===== config.mk =====
export PLATFORM = sky130hd
export DESIGN_NAME = data_bus_and_arbiter
export DESIGN_NICKNAME = d
export VERILOG_FILES = /design/src/rtl/data_bus_and_arbiter.sv
export SDC_FILE = /design/constraint.sdc
export NUM_CORES = 1
export LEC_CHECK = 0
export CAP_MARGIN = 30
export CORE_MARGIN = 1
export CORE_UTILIZATION = 48
export CTS_CLUSTER_DIAMETER = 60
export DETAILED_ROUTE_END_ITERATION = 10
export GPL_ROUTABILITY_DRIVEN = 0
export GPL_TIMING_DRIVEN = 1
export HOLD_SLACK_MARGIN = 0.08
export PLACE_DENSITY_LB_ADDON = 0.05
export SYNTH_ARGS = -nofsm -noshare
export SYNTH_HDL_FRONTEND = slang
export SYNTH_SLANG_ARGS = --single-unit

===== constraint.sdc =====
create_clock -name clk -period 3.4 [get_ports clk]
set_input_delay 1.02 -clock clk [delete_from_list [all_inputs] [get_ports clk]]
set_output_delay 1.02 -clock clk [all_outputs]
set_load 0.03 [all_outputs]

===== src/rtl/data_bus_and_arbiter.sv =====
// Round-robin arbiter that time-shares one registered AND-reduction unit
// (out = a & b & c) among NUM_REQ requesters, returning result plus winner ID.
module data_bus_and_arbiter #(
  parameter int unsigned WIDTH   = 8,
  parameter int unsigned NUM_REQ = 3,
  localparam int unsigned ID_W   = $clog2(NUM_REQ)
) (
  input  logic                     clk,
  input  logic                     rst,
  input  logic [NUM_REQ-1:0]       req_valid,
  output logic [NUM_REQ-1:0]       req_ready,
  input  logic [NUM_REQ*WIDTH-1:0] req_a,
  input  logic [NUM_REQ*WIDTH-1:0] req_b,
  input  logic [NUM_REQ*WIDTH-1:0] req_c,
  output logic                     rsp_valid,
  input  logic                     rsp_ready,
  output logic [WIDTH-1:0]         rsp_data,
  output logic [ID_W-1:0]          rsp_id,
  output logic                     busy,
  output logic [15:0]              done_count
);

  typedef enum logic [1:0] {StIdle, StCompute, StResp} state_e;

  state_e            state_q, state_d;
  logic [ID_W-1:0]   rr_ptr_q, rr_ptr_d;
  logic [ID_W-1:0]   cur_id_q, cur_id_d;
  logic [WIDTH-1:0]  op_a_q, op_a_d;
  logic [WIDTH-1:0]  op_b_q, op_b_d;
  logic [WIDTH-1:0]  op_c_q, op_c_d;
  logic [WIDTH-1:0]  rsp_data_q, rsp_data_d;
  logic [ID_W-1:0]   rsp_id_q, rsp_id_d;
  logic [15:0]       done_count_q, done_count_d;

  logic              grant_found;
  logic [ID_W-1:0]   grant_idx;
  logic [ID_W:0]     cand_sum;
  logic [ID_W-1:0]   ptr_after_grant;
  logic [WIDTH-1:0]  bus_out;

  // Round-robin search: first valid requester at or after rr_ptr, modulo NUM_REQ.
  always_comb begin
    grant_found = 1'b0;
    grant_idx   = '0;
    cand_sum    = '0;
    for (int unsigned k = 0; k < NUM_REQ; k++) begin
      cand_sum = {1'b0, rr_ptr_q} + (ID_W+1)'(k);
      if (cand_sum >= (ID_W+1)'(NUM_REQ)) begin
        cand_sum = cand_sum - (ID_W+1)'(NUM_REQ);
      end
      if (!grant_found && req_valid[cand_sum[ID_W-1:0]]) begin
        grant_found = 1'b1;
        grant_idx   = cand_sum[ID_W-1:0];
      end
    end
  end

  assign ptr_after_grant = (grant_idx == ID_W'(NUM_REQ - 1)) ? '0 : grant_idx + 1'b1;

  // Shared reduction unit, fed only from the operand registers so late
  // operand changes on the request side cannot reach the result.
  assign bus_out = op_a_q & op_b_q & op_c_q;

  // Next-state and handshake decode.
  always_comb begin
    state_d      = state_q;
    rr_ptr_d     = rr_ptr_q;
    cur_id_d     = cur_id_q;
    op_a_d       = op_a_q;
    op_b_d       = op_b_q;
    op_c_d       = op_c_q;
    rsp_data_d   = rsp_data_q;
    rsp_id_d     = rsp_id_q;
    done_count_d = done_count_q;
    req_ready    = '0;
    unique case (state_q)
      StIdle: begin
        if (grant_found) begin
          req_ready[grant_idx] = 1'b1;
          op_a_d   = req_a[32'(grant_idx)*WIDTH +: WIDTH];
          op_b_d   = req_b[32'(grant_idx)*WIDTH +: WIDTH];
          op_c_d   = req_c[32'(grant_idx)*WIDTH +: WIDTH];
          cur_id_d = grant_idx;
          rr_ptr_d = ptr_after_grant;
          state_d  = StCompute;
        end
      end
      StCompute: begin
        rsp_data_d = bus_out;
        rsp_id_d   = cur_id_q;
        state_d    = StResp;
      end
      StResp: begin
        if (rsp_ready) begin
          done_count_d = done_count_q + 16'd1;
          state_d      = StIdle;
        end
      end
      default: state_d = StIdle;
    endcase
  end

  // State registers with synchronous active-high reset.
  always_ff @(posedge clk) begin
    if (rst) begin
      state_q      <= StIdle;
      rr_ptr_q     <= '0;
      cur_id_q     <= '0;
      op_a_q       <= '0;
      op_b_q       <= '0;
      op_c_q       <= '0;
      rsp_data_q   <= '0;
      rsp_id_q     <= '0;
      done_count_q <= '0;
    end else begin
      state_q      <= state_d;
      rr_ptr_q     <= rr_ptr_d;
      cur_id_q     <= cur_id_d;
      op_a_q       <= op_a_d;
      op_b_q       <= op_b_d;
      op_c_q       <= op_c_d;
      rsp_data_q   <= rsp_data_d;
      rsp_id_q     <= rsp_id_d;
      done_count_q <= done_count_d;
    end
  end

  assign rsp_valid  = (state_q == StResp);
  assign busy       = (state_q != StIdle);
  assign rsp_data   = rsp_data_q;
  assign rsp_id     = rsp_id_q;
  assign done_count = done_count_q;

endmodule


# Word-level counts from Yosys, hierarchy flattened
# Cells that the tools add are included.
# word_totals
ff_bits	56
input_bits	78
output_inout_bits	31
elab_cells	67
# op_classes
add_sub_neg	7
n_lt_le_gt_ge	8
n_eq_ne	5
n_shift	3
n_mux	23
bitwise_logic	2
reduce_logical	10
# op_table
cell	n
$shiftx A24 B6 Y8	3
$mux W2	9
$add A16 B1 Y16 const B	1
$and A8 B8 Y8	2
$lt A2 B3 Y1 const B	4
$mux W1	7
$bmux W1 S2	3
$ge A3 B2 Y1 const B	2
$mux W3	2
$pmux W2 S3	1
$reduce_and A2 Y1	3
$sub A2 B2 Y2 const B	3
$eq A2 B2 Y1 const B	2
$add A2 B1 Y3 const B	1
$add A2 B2 Y3 const B	1
$logic_and A1 B1 Y1	3
$add A2 B1 Y2 const B	1
$demux W1 S2	1
$eq A2 B1 Y1 const B	1
$ge A2 B1 Y1 const B	1
$ge A2 B2 Y1 const B	1
$logic_not A1 Y1	2
$logic_not A2 Y1	1
$ne A2 B1 Y1 const B	1
other kinds (2)	2

# Depth between registers and ports, before layout
# Gate-level depths: netlist of run 1.
# depth
ltp_word	17
ltp_mapped	10
ltp_nobuf	7

# Worst setup path after synthesis of run 1
# Ideal clock, no wire load.
# synth_path
kind	input-to-output
from	in req_valid[1]
to	out req_ready[0]
t_arrival_ns	2.415
required_ns	2.380
slack_ns	-0.035
cell_stages	5
n_path_buf	0
cell_sequence	nor2b_1 o32ai_1 and2_1 nor3_1 nor3b_1
# synth_via
elab_chain_cells	15
elab_cells_between_ends	23
cone_classes	order compare (2); mux (16); reduce/logical (5)
# synth_rtl
element	line_no	rtl
from (decl)	10	input logic [NUM_REQ-1:0] req_valid,
$bmux W1 S2	51	if (!grant_found && req_valid[cand_sum[ID_W-1:0]]) begin
$mux W1 (not written as such)	51	
$mux W1	51	
$logic_not A1 Y1	51	
$logic_and A1 B1 Y1	51	
$mux W1	51	
$logic_not A1 Y1	51	
$logic_and A1 B1 Y1	51	
$mux W2	51	
$lt A2 B3 Y1 (not written as such) or $ge A2 B1 Y1 (tied branches)	79	req_ready[grant_idx] = 1'b1;
$logic_and A1 B1 Y1 (not written as such)	79	
$mux W1 (not written as such)	79	
$demux W1 S2	79	
$mux W3 *	78	if (grant_found) begin
$mux W3 *	76	unique case (state_q)
to (decl)	11	output logic [NUM_REQ-1:0] req_ready,
# Every way passes the cells marked *; elsewhere a longest branch is shown, timed or not. The select of a mux whose other input is x is not followed.

# Worst setup path in the final report of run 1
# Ends and elaborated chain as after synthesis.

==> metrics.md, run 1 <==
| Metric | Value |
|---|---|
| Status | `finished, final reports clean` |
| DP Worst Slack | `-530 ps` |
| Vias in the first global route | `3498` |
| Worst setup margin | `76.8 ps` |
| Crit-path slowest cell | `a211oi_4` |
| Simple-gate share of the synthesized area | `22.7%` |
| Total chip power | `0.00342 W` |
| Layout cells sized above 1 | `16.7%` |
| Part of the power in registers | `24.9%` |
| Clock Skew | `14.9 ps` |
| CP most frequent cell | `buf_4` |
| Worst-margin pin slew | `890 ps` |
| Normalized max-slew margin | `40.5%` |
| Synth area leader | `dfxtp_1` |
| Remaining DRCs | `0` |
| Final ANT Viol Nets | `0` |
| Hold Buf Count CTS | `0` |
| Int Pwr | `0.00191 W` |
| CP Capture Type | `primary output` |
| Worst-path clk slew | `100 ps` |
| Crit share post-route | `97.7%` |
| Synth unique cells | `47` |
| Max Cap Viol | `0` |
| Sw Pwr | `0.00151 W` |
| Power per cell area | `667 nW/um^2` |
| Multiplexer share of the synthesized area | `1.83%` |
| Slew Viols, Final | `0` |
| # IOs | `109` |
| Placed wire-length estimate | `7580 um` |
| Std-Cell Rows | `31` |
| Largest fanout on the critical path | `8` |
| Die extent in y | `88.1 um` |
| Adder-Cell Fraction of Synth Area | `1.76%` |
| Max Root-Sink Buffers | `2` |
| ANT cells | `0` |
| Antenna violations before repair | `0` |
| Fin. Hold Viols | `0` |
| Synth area leaders | `dfxtp_1 31%, o221ai_2 8.0%, nand2_1 7.3%` |
| Area post-placement | `4910 um^2` |
| Area growth from synthesis to layout | `44.1%` |
| Final Setup Violations | `0` |
| Largest net degree at the start of global routing | `30` |
| Fin nets | `646` |
| Maximum vdd drop | `0.409 mV` |
| Root buf cell | `clkbuf_8` |
| Hold Crit Class | `reg2reg` |
| Starting density of the core | `49.4%` |
| GRT Resource Usage Total | `27.1%` |
| Final Cell Area | `5130 um^2` |
| Syn_area_per_cell | `7.93 um^2` |
| Synth Area in Compound Gates | `28.5%` |
| Post-Synth XOR/XNOR Area | `2.95%` |
| Via count | `3896` |
| Top FF cell, synth | `dfxtp_1` |
| Port Buffer Count | `108` |
| Die Area | `7770 um^2` |
| Critical path arrival | `2300 ps` |
| Worst Setup Path Type | `in2out` |
| Syn nets | `532` |
| Global route overflow | `0` |
| Sequential share of the synthesized area | `31.5%` |
| Detailed Route WL | `10600 um` |
| #FFs+latches synth | `56` |
| Hold Slack | `457 ps` |
| Comb pwr share | `64.4%` |
| Core ar. | `7210 um^2` |
| DIE WIDTH | `88.1 um` |
| Global-route wire length before repair | `16400 um` |
| CTS Sinks | `56` |
| Initial DRC count | `205` |
| Main combinational cell family by area after synthesis | `compound AO/OA/AOI/OAI gates` |
| Worst-Skew Late Latency | `310 ps` |
| Mapped Cells | `449` |
| Fmax | `301 MHz` |
| Required @ worst endpoint | `2380 ps` |
| Crit path time final | `3320 ps` |
| TritonCTS Buffers | `5` |
| Synth Warn # | `0` |
| Number of vias per cell | `5.88` |
| Number of flops mapped to enable cells by yosys | `0` |
| Startpoint Class | `input pin` |
| Clock power frac | `10.6%` |
| Routed wire length per instance | `16.0 um` |
| Share of the synthesized area in the top cell type | `31.5%` |
| Switching share of power | `44.1%` |
| Max incr delay on CP | `300 ps` |
| Static Leak | `1.91 nW` |
| Asr flop ratio synth | `0%` |
| CTS tree | `built` |
| Cell Area, Synth | `3560 um^2` |
| Detailed-router iteration count before antenna repair | `5` |
| Crit-path cells | `clkbuf_4 > mux2i_2 > buf_4 > a211oi_4 > a2111oi_4 > buf_4 > nor3b_2 > buf_4` |
| Fillers | `593` |
| CTS HTree Levels | `2` |
## state kept, by name (all words and copies together), names as in the netlist
name,count
op_a_q,8
op_b_q,8
rsp_data,8
op_c_q,8
cur_id_q,2
state_q,2
rr_ptr_q,2
rsp_id,2
done_count,16
## per-stage QoR
stage | setup TNS [ps] | util (%) | std cells
2_1_floorplan | 0 | - | 449
3_3_place_gp | -1140 | 68.0 | 651
3_5_place_dp | -1250 | 68.0 | 651
4_1_cts | 0 | 70.5 | 660
5_1_grt | -62.3 | 71.2 | 663
6_report | 0 | 71.2 | 663
## critical path: cells and delay by family
kind | cells | cell delay (ps)
buffers and inverters | 4 | 670
multiplexers | 1 | 90
AO/OA/AOI/OAI | 2 | 350
AND/OR/NAND/NOR | 1 | 160
## final timing paths
path | cells past startpoint | from | to | slack [ps]
worst min register to register | 2 | rsp_data[1] | rsp_data[1] | 460
worst max register to register | 11 | rr_ptr_q[0] | op_b_q[1] | 720
worst min-delay path | 2 | rsp_data[1] | rsp_data[1] | 460
worst max-delay path | 8 | req_valid[1] | req_ready[0] | 80
## power groups by stage
stage / combinational [W] / clock [W] / sequential, W
2_1_floorplan: 0.00128 / 0 / 0.000850
3_3_place_gp: 0.00194 / 0 / 0.000859
3_5_place_dp: 0.00197 / 0 / 0.000863
4_1_cts: 0.00210 / 0.000369 / 0.000850
5_1_grt: 0.00236 / 0.000390 / 0.000865
6_report: 0.00221 / 0.000364 / 0.000853
## cells in the final DEF, fill, tap and decap left out, types with 4 or more instances in the layout
| master | instances |
|---|---|
| a221oi_1 | 24 |
| nand4_1 | 37 |
| mux2i_2 | 4 |
| nand2_1 | 69 |
| clkdlybuf4s50_1 | 102 |
| nand2b_1 | 5 |
| buf_12 | 4 |
| buf_4 | 34 |
| a21oi_1 | 19 |
| dfxtp_1 | 55 |
| o221ai_1 | 29 |
| clkbuf_8 | 5 |
| nor2_1 | 19 |
| inv_1 | 53 |
| o221ai_2 | 19 |
| xnor2_1 | 7 |
| nand3_1 | 4 |
| or3_1 | 4 |
| o21ai_0 | 4 |
| xor2_1 | 5 |
## cells by family after synthesis
group                    Yosys count
flip-flops                        56
AND/OR/NAND/NOR                  164
adder cells (fa/ha/maj)            5
buffers and inverters             93
XOR/XNOR                          12
multiplexers                       6
AO/OA/AOI/OAI                    113
## repair_timing
action                     4_1_cts  5_1_grt
gates resized for setup         26       14
buffers inserted                 1        3
setup endpoints to repair        3        3
pin swaps                        1        4
hold endpoints to repair         0        0
## layer usage
layer,routed length [um],vias to the layer above,GRT usage (%)
met5,0,-,0
met4,192,0,8.80
met3,666,18,4.43
met2,5190,159,46.9
met1,4550,1831,34.3
li1,-,1888,-
## final cells by class
type	instances	area, um^2	share of cell area (%)
Clock buffer	6	72.6	1.41
Clock inverter	2	13.8	0.268
Inverter	54	206	4.02
Multi-Input combinational cell	300	2190	42.6
Sequential cell	56	1120	21.9
Tap cell	99	124	2.41
Timing Repair Buffer	146	1410	27.4
## synth_stat cells, types with 2 or more instances
master	instances
nand3_1	4
xnor2_1	7
nor4_1	3
clkbuf_1	23
nor3_1	6
mux2i_1	4
nor2b_1	5
nand2b_1	5
a21oi_1	19
buf_2	12
dfxtp_1	56
buf_4	2
buf_6	2
a2111oi_0	2
nand2_1	69
nor2_1	19
xor2_1	5
a221oi_1	24
nand3b_1	3
and2_1	2
or3_1	4
a21o_1	2
a31oi_1	3
nand4_1	37
o21ai_0	4
o221ai_1	29
ha_1	5
and3b_1	2
o221ai_2	19
inv_1	54
o32ai_1	2
No activity file was read; power rests on OpenSTA's default activity.
==> inputs of run 2 (changes only) <==
--- a/config.mk
+++ b/config.mk
@@ -6,8 +6,10 @@
 export NUM_CORES = 1
 export LEC_CHECK = 0
 export CAP_MARGIN = 30
+export CELL_PAD_IN_SITES_DETAIL_PLACEMENT = 0
+export CELL_PAD_IN_SITES_GLOBAL_PLACEMENT = 2
 export CORE_MARGIN = 1
-export CORE_UTILIZATION = 48
+export CORE_UTILIZATION = 26
 export CTS_CLUSTER_DIAMETER = 60
 export DETAILED_ROUTE_END_ITERATION = 10
 export GPL_ROUTABILITY_DRIVEN = 0
==> constraint.sdc (replaced) <==
create_clock -name clk -period 3.7 [get_ports clk]
set_input_delay 1.11 -clock clk [delete_from_list [all_inputs] [get_ports clk]]
set_output_delay 1.11 -clock clk [all_outputs]
set_load 0.03 [all_outputs]
==> metrics.md, run 2 (same netlist as run 1, synthesis figures left out) <==
| Metric | Value |
|---|---|
| Status | `finished, final reports clean` |
| Static Leak | `1.92 nW` |
| DP Worst Slack | `-487 ps` |
| Slew Viols, Final | `0` |
| Worst-path clk slew | `80 ps` |
| Hold Crit Class | `reg2reg` |
| Crit path time final | `3640 ps` |
| Cell Count Post-Placement | `728` |
| Hold Crit Endpoint | `rsp_data[1]` |
| Power per cell area | `636 nW/um^2` |
| CTS HTree Levels | `2` |
| GRT Resource Usage Total | `17.8%` |
| Detailed Route WL | `12500 um` |
| Number of vias per cell | `5.17` |
| Largest net degree at the start of global routing | `28` |
| Final ANT Viol Nets | `0` |
| Port Buffer Count | `108` |
| Die extent in y | `119 um` |
| ANT cells | `0` |
| Worst Hold Launch | `rsp_data[1]` |
| Global route overflow | `0` |
| Area taken by multi-input logic gates | `2200 um^2` |
| Antenna violations before repair | `0` |
| Fmax | `275 MHz` |
| Initial DRC count | `207` |
| DIE WIDTH | `119 um` |
| CTS tree | `built` |
| Routed wire length per instance | `16.9 um` |
| Die Area | `14200 um^2` |
| Maximum vdd drop | `0.278 mV` |
| # IOs | `109` |
| Final Setup Violations | `0` |
| Largest register FFs | `16` |
| Layout cells sized above 1 | `15.8%` |
| Fillers | `1365` |
| R2R depth | `9` |
| Root buf cell | `clkbuf_16` |
| Worst setup margin | `61.9 ps` |
| Worst-Skew Late Latency | `290 ps` |
| Area growth from synthesis to layout | `47.9%` |
| Reg2reg end | `op_a_q[4]` |
| Normalized max-slew margin | `38.5%` |
| Fin nets | `645` |
| CTS Sinks | `56` |
| Core ar. | `13300 um^2` |
| Startpoint Class | `input pin` |
| Starting density of the core | `26.8%` |
| Worst-margin pin slew | `923 ps` |
| TritonCTS Buffers | `5` |
| Std-Cell Rows | `42` |
| Worst Setup Path Type | `in2out` |
| Filler-free cell count of the finished design | `739` |
| Critical path arrival | `2530 ps` |
| Vias in the first global route | `3717` |
| Max Root-Sink Buffers | `2` |
| Required @ worst endpoint | `2590 ps` |
| Detailed-router iteration count before antenna repair | `4` |
| Placed wire-length estimate | `8970 um` |
| Most frequent cells in the layout | `102 x clkdlybuf4s50_1, 69 x nand2_1, 56 x dfxtp_1, 54 x inv_1, 37 x nand4_1` |
| Hold Buf Count CTS | `0` |
| Seq. cell area | `1120 um^2` |
| Hold Path Depth | `2` |
| Remaining DRCs | `0` |
| Register-to-register setup slack | `800 ps` |
| Largest fanout on the critical path | `4` |
| Max Cap Viol | `0` |
| Clock Skew | `13.5 ps` |
| Reg2reg start | `rr_ptr_q[1]` |
| CP Capture Type | `primary output` |
| Via count | `3817` |
| Global-route wire length before repair | `20100 um` |
| Most common cell after layout, fill and taps aside | `clkdlybuf4s50_1` |
| Crit share post-route | `98.3%` |
| Fin. Hold Viols | `0` |
==> run 2: layout make-up <==
cell class | instances | share of cell area [%]
sequential | 56 | 21.3
inverter | 54 | 3.85
clock buffer | 6 | 2.45
tap | 176 | 4.18
clock inverter | 2 | 0.309
multi-input combinational | 300 | 41.7
timing repair buffer | 145 | 26.2
==> run 2: layer usage <==
layer	vias up	global-route usage (%)	wire, um
li1	1892	-	-
met1	1824	24.6	5980
met2	96	29.6	5870
met3	5	2.44	579
met4	0	3.16	82
met5	-	0	0
==> run 2: stage by stage <==
stage | setup TNS [ps] | total power [W] | instance area, um^2 | hold slack, ps | utilization [%]
3_3_place_gp | -1010 | 0.00270 | 4980 | 444 | 37.5
4_1_cts | 0 | 0.00326 | 5200 | 458 | 39.1
6_report | 0 | 0.00335 | 5270 | 455 | 39.6
5_1_grt | -13.1 | 0.00358 | 5270 | 475 | 39.6
2_1_floorplan | 0 | 0.00195 | 3560 | 432 | -
3_5_place_dp | -1070 | 0.00270 | 4990 | 449 | 37.5
==> run 2: power by group <==
part | internal [W] | switching (W) | leakage, nW
logic | 0.000926 | 0.00117 | 1.39
registers | 0.000714 | 0.0000695 | 0.457
clock network | 0.000253 | 0.000217 | 0.0671
==> run 2: timing repair <==
| item | CTS | global route |
|---|---|---|
| endpoints found under the setup margin | 3 | 3 |
| gates cloned | 0 | 0 |
| pin swaps | 2 | 3 |
| hold endpoints to repair | 0 | 0 |
| resized for setup | 15 | 18 |
| buffers inserted | 2 | 1 |
==> run 2: critical path: stages <==
cell and delay (ps):
clkdlybuf4s15_1 230, buf_4 180, nand3b_1 160, o21ai_2 120, buf_6 140, a31oi_4 190, nor2_2 60, and2_1 170
buf_4 170
==> run 2: how the worst max path moves through the flow <==
stage / start / end / depth (start not counted)
6_report: req_valid[2] / req_ready[1] / 9
5_1_grt: rr_ptr_q[1] / req_ready[1] / 9
4_1_cts: req_valid[0] / req_ready[0] / 7
3_5_place_dp: req_valid[1] / req_ready[0] / 6
3_3_place_gp: req_valid[1] / req_ready[0] / 6
2_1_floorplan: req_valid[1] / req_ready[0] / 5
==> inputs of run 3 (changes only) <==
--- a/config.mk
+++ b/config.mk
@@ -5,7 +5,7 @@
 export SDC_FILE = /design/constraint.sdc
 export NUM_CORES = 1
 export LEC_CHECK = 0
-export CAP_MARGIN = 30
+export CAP_MARGIN = 25
 export CELL_PAD_IN_SITES_DETAIL_PLACEMENT = 0
 export CELL_PAD_IN_SITES_GLOBAL_PLACEMENT = 2
 export CORE_MARGIN = 1
==> metrics.md, run 3 (same netlist as run 1, synthesis figures left out) <==
| Metric | Value |
|---|---|
| Status | `finished, final reports clean` |
| Normalized max-slew margin | `36.2%` |
| Required @ worst endpoint | `2590 ps` |
| GRT Resource Usage Total | `17.9%` |
| Global route overflow | `0` |
| Placed wire-length estimate | `8970 um` |
| Max Root-Sink Buffers | `2` |
| TritonCTS Buffers | `5` |
| Global-route wire length before repair | `20100 um` |
| Worst-path clk slew | `70 ps` |
| ANT cells | `0` |
| Initial DRC count | `195` |
| Largest register FFs | `16` |
| Port Buffer Count | `108` |
| DP Worst Slack | `-454 ps` |
| Total chip power | `0.00345 W` |
| Die Area | `14200 um^2` |
| Fillers | `1370` |
| Static Leak | `1.93 nW` |
| DIE WIDTH | `119 um` |
| Fmax | `276 MHz` |
| Crit share post-route | `98.0%` |
| Area growth from synthesis to layout | `48.7%` |
| GR peak layer | `met2` |
| Worst setup margin | `72.3 ps` |
| Worst-Skew Late Latency | `290 ps` |
| CP Capture Type | `primary output` |
| Routed wire length per instance | `17.2 um` |
| CTS HTree Levels | `2` |
| Power per cell area | `651 nW/um^2` |
| Hold Crit Class | `reg2reg` |
| Maximum vdd drop | `0.273 mV` |
| Largest fanout on the critical path | `4` |
| Std-Cell Rows | `42` |
| Critical path arrival | `2520 ps` |
| Via count | `3782` |
| Clock Skew | `4.71 ps` |
| Hold Slack | `456 ps` |
| Fin nets | `643` |
| Grt met3 use | `2.54%` |
| Detailed Route WL | `12700 um` |
| Root buf cell | `clkbuf_16` |
| Setup TNS | `0 ps` |
| Final Setup Violations | `0` |
| Remaining DRCs | `0` |
| GRT met1 Usage | `24.3%` |
| Detailed-router iteration count before antenna repair | `5` |
| Die extent in y | `119 um` |
| Final ANT Viol Nets | `0` |
| Startpoint Class | `input pin` |
| Max Cap Viol | `0` |
| CTS Sinks | `56` |
| Largest net degree at the start of global routing | `28` |
| Number of vias per cell | `5.14` |
| Core ar. | `13300 um^2` |
| Fin. Hold Viols | `0` |
| GR Util met2 | `30.0%` |
| Vias in the first global route | `3678` |
| Antenna violations before repair | `0` |
| # IOs | `109` |
| Worst-margin pin slew | `957 ps` |
| CTS tree | `built` |
| Most frequent cells in the layout | `102 x clkdlybuf4s50_1, 69 x nand2_1, 56 x dfxtp_1, 54 x inv_1, 37 x nand4_1` |
| Slew Viols, Final | `0` |
| Crit path time final | `3630 ps` |
| Layout cells sized above 1 | `15.4%` |
| Most common cell after layout, fill and taps aside | `clkdlybuf4s50_1` |
| Worst Setup Path Type | `in2out` |
| Starting density of the core | `26.8%` |
| Register-to-register setup slack | `770 ps` |
-- run 3: cell types whose count changed in the layout (fill, tap and decap cells not counted), sizes merged --
cell      delta
clkbuf       -1
buf          -2
bufinv       +2
clkinv       -1
clkinvlp     -1
-- run 3: area by class of cell --
| type | count | area (um^2) | area share [%] |
|---|---|---|---|
| well taps | 176 | 220 | 4.16 |
| multi-input cells | 300 | 2200 | 41.5 |
| inverters | 54 | 203 | 3.83 |
| repair buffers | 143 | 1370 | 25.9 |
| clock buffers | 5 | 125 | 2.36 |
| flip-flops and latches | 56 | 1120 | 21.2 |
| clock inverters | 2 | 60.1 | 1.13 |
-- run 3: stage by stage --
step                      utilization, %  std cells  area [um^2]
after global placement              37.5        727         4980
after CTS                           39.1        734         5200
after global routing                39.8        736         5300
final                               39.8        736         5300
after floorplan                        -        449         3560
after detailed placement            37.5        727         4980
-- run 3: critical path: stages --
cell	delay, ps
clkdlybuf4s15_1	220
buf_4	170
nor2b_1	220
a211oi_4	80
a2111oi_4	340
buf_4	170
nor3b_2	50
buf_12	150
-- run 3: worst paths after layout --
kind | start | to | depth (start not counted)
max reg2reg | rr_ptr_q[1] | op_a_q[1] | 8
min reg2reg | rsp_data[0] | rsp_data[0] | 2
min | rsp_data[0] | rsp_data[0] | 2
max | req_valid[2] | req_ready[0] | 8
-- run 3: power breakdown --
group / total [W] / switching, W / internal (W)
Sequential: 0.000781 / 0.0000673 / 0.000714
Clock: 0.000594 / 0.000210 / 0.000384
Combinational: 0.00207 / 0.00117 / 0.000895
Total: 0.00345 / 0.00145 / 0.00199
-- run 3: repair_timing --
item / 4_1_cts / 5_1_grt
pin swaps: 2 / 1
gates resized for setup: 13 / 19
setup buffers: 0 / 1
hold buffers: 0 / 0
endpoints found under the setup margin: 3 / 2
-- run 3: routing by layer --
layer  vias up  wire [um]
li1       1879          -
met1      1805       6060
met2        87       5970
met3        11        520
met4         0        132
met5         -          0
==> RTL change: new RTL, flow settings as in run 3 <==
Encoding of `state_e`: now one-hot (3 bits for 3 states).
--- a/src/rtl/data_bus_and_arbiter.sv
+++ b/src/rtl/data_bus_and_arbiter.sv
@@ -20,7 +20,7 @@
   output logic [15:0]              done_count
 );
 
-  typedef enum logic [1:0] {StIdle, StCompute, StResp} state_e;
+  typedef enum logic [2:0] {StIdle = 3'b001, StCompute = 3'b010, StResp = 3'b100} state_e;
 
   state_e            state_q, state_d;
   logic [ID_W-1:0]   rr_ptr_q, rr_ptr_d;
Formal check against the unedited RTL: no difference found for any inputs over 10 cycles, from zero or initial values and one cycle with rst high; not proved beyond that.
==> RTL change against run 3 <==
- count of clock-buffer cells in the layout rose by 6
- utilization shrank 0.24 points
- cell area shrank 0.21%
- setup slack gained 0.025 ns
- critical endpoint unchanged
- clock skew rose by 0.0023 ns
- largest power group unchanged
- first-iteration DRC count is 7.2% lower
- sequential cell count increased by 1
- power increased by 8.0%
- critical path depth unchanged
- hold slack worse by 0.0069 ns
- routed wire length fell by 5.4%
- fmax is 0.70% higher
- synthesized area increased by 1.0%
==> RTL change: results (changes against run 3) <==
| Metric | Value |
|---|---|
| DP Worst Slack | -0.3519 ns (+0.1022 ns) |
| Max IR drop VDD | 0.0003462 V (+27%) |
| Dpl cells | 714 (-1.8%) |
| Synth unique cells | 48 (+2.1%) |
| Met2 Resource Use GR | 28.43% (-1.5 points) |
| Area occupied by registers | 1141 um2 (+1.8%) |
| Non-CTS buffers | 138 (-3.5%) |
| Post-synthesis sequential area ratio | 31.71% (+0.24 points) |
| Sw Ratio | 42.79% (+0.65 points) |
| Global-route wire length before repair | 19130 um (-4.8%) |
| Clk_skew | 0.007005 ns (+0.002300 ns) |
| Met1 wire length | 5816 um (-3.9%) |
| Invs w/o clock | 32 (-41%) |
| Outcome | complete, no violations |
| Adder-cell share of the synthesized area | 1.739% (-0.018 points) |
| Tightest Pin Transition | 0.5390 ns (-0.4183 ns) |
| R2R cell count | 10 (+2) |
| HPWL Detailed | 8630 um (-3.7%) |
| Vias | 3631 (-4.0%) |
| Setup crit start | req_valid[1] |
| Cts repair resizes | 8 (-5) |
| Min-Delay Endpoint | rsp_id[1]$_SDFFE_PP0P_ |
| R2r startpoint | rr_ptr_q[0]$_SDFFE_PP0P_ |
| Hold Startpoint | cur_id_q[1]$_SDFFE_PP0P_ |
| Share of cells above drive strength 1 | 14.41% (-0.94 points) |
| R2R Setup Slk | 0.91 ns (+0.14 ns) |
| TritonRoute pass-1 iters | 4 (-1) |
| Fin util | 39.60% (-0.24 points) |
| Signal buf overhead | 24.91% (-0.99 points) |
| Clk pin slew, worst setup/hold paths | 0.05 ns (-0.02 ns) |
| Fillers | 1421 (+3.7%) |
| Skew-Pair Late Insertion Delay | 0.32 ns (+0.03 ns) |
| TritonCTS Buffers | 9 (+4) |
| CP Max Fanout | 5 (+1) |
| Met2 wire len | 5633 um (-5.6%) |
| GR Util met1 | 23.21% (-1.1 points) |
| Seq cells | 57 (+1.8%) |
| Largest net degree at the start of global routing | 51 (+82%) |
| Post-Syn Nets | 524 (-1.5%) |
| Vias in the first global route | 3538 (-3.8%) |
| Avg Cell Area, Syn | 8.160 um2 (+2.9%) |
| Mux contribution to synthesized area | 1.426% (-0.40 points) |
| Clk tree area frac | 5.634% (+2.1 points) |
| Synth Area in Compound Gates | 30.88% (+2.4 points) |
| Placed Area | 4985 um2 (+0.10%) |
| WL final | 11990 um (-5.4%) |
| Total track usage | 17.19% (-0.75 points) |
| Synth top cells by count | dfxtp_1, a211oi_1, nand2_1 |
| Met3 Track Usage GR | 2.091% (-0.45 points) |
| P_leak | 1.825 nW (-5.4%) |
| Post-route insts no fill | 731 (-0.68%) |
| Layout net count | 633 (-1.6%) |
| RR Endpoint | op_c_q[1]$_SDFFE_PP0P_ |
| Synth area leaders | dfxtp_1, a211oi_1, o221ai_2, nor3b_1, o21a_1 |
-- RTL change: cell count changes in the layout (fill, tap and decap cells not counted), sizes merged, moves of 7 or more --
| cell | delta |
|---|---|
| nor3b | +24 |
| o21a | +24 |
| a211oi | +48 |
| a221oi | -24 |
| nand4 | -25 |
| o221ai | -24 |
| clkbuf | +7 |
| nand2 | -23 |
| nand3 | +23 |
| inv | -23 |
-- RTL change: worst max-delay path: stages --
cell      delay [ns]
buf_2           0.13
buf_4           0.12
nand3b_2        0.09
o211a_1         0.15
a311o_1         0.39
a21o_1          0.23
nor2_1          0.10
buf_4           0.17
-- RTL change: power groups by stage --
| stage | Combinational, mW | Sequential [mW] | Clock [mW] |
|---|---|---|---|
| global route | 2.23 | 0.892 | 0.861 |
| finish | 2.04 | 0.874 | 0.812 |
| global placement | 2.01 | 0.883 | 0 |
| floorplan | 1.35 | 0.853 | 0 |
| CTS | 2.03 | 0.874 | 0.833 |
| detailed placement | 2.02 | 0.886 | 0 |
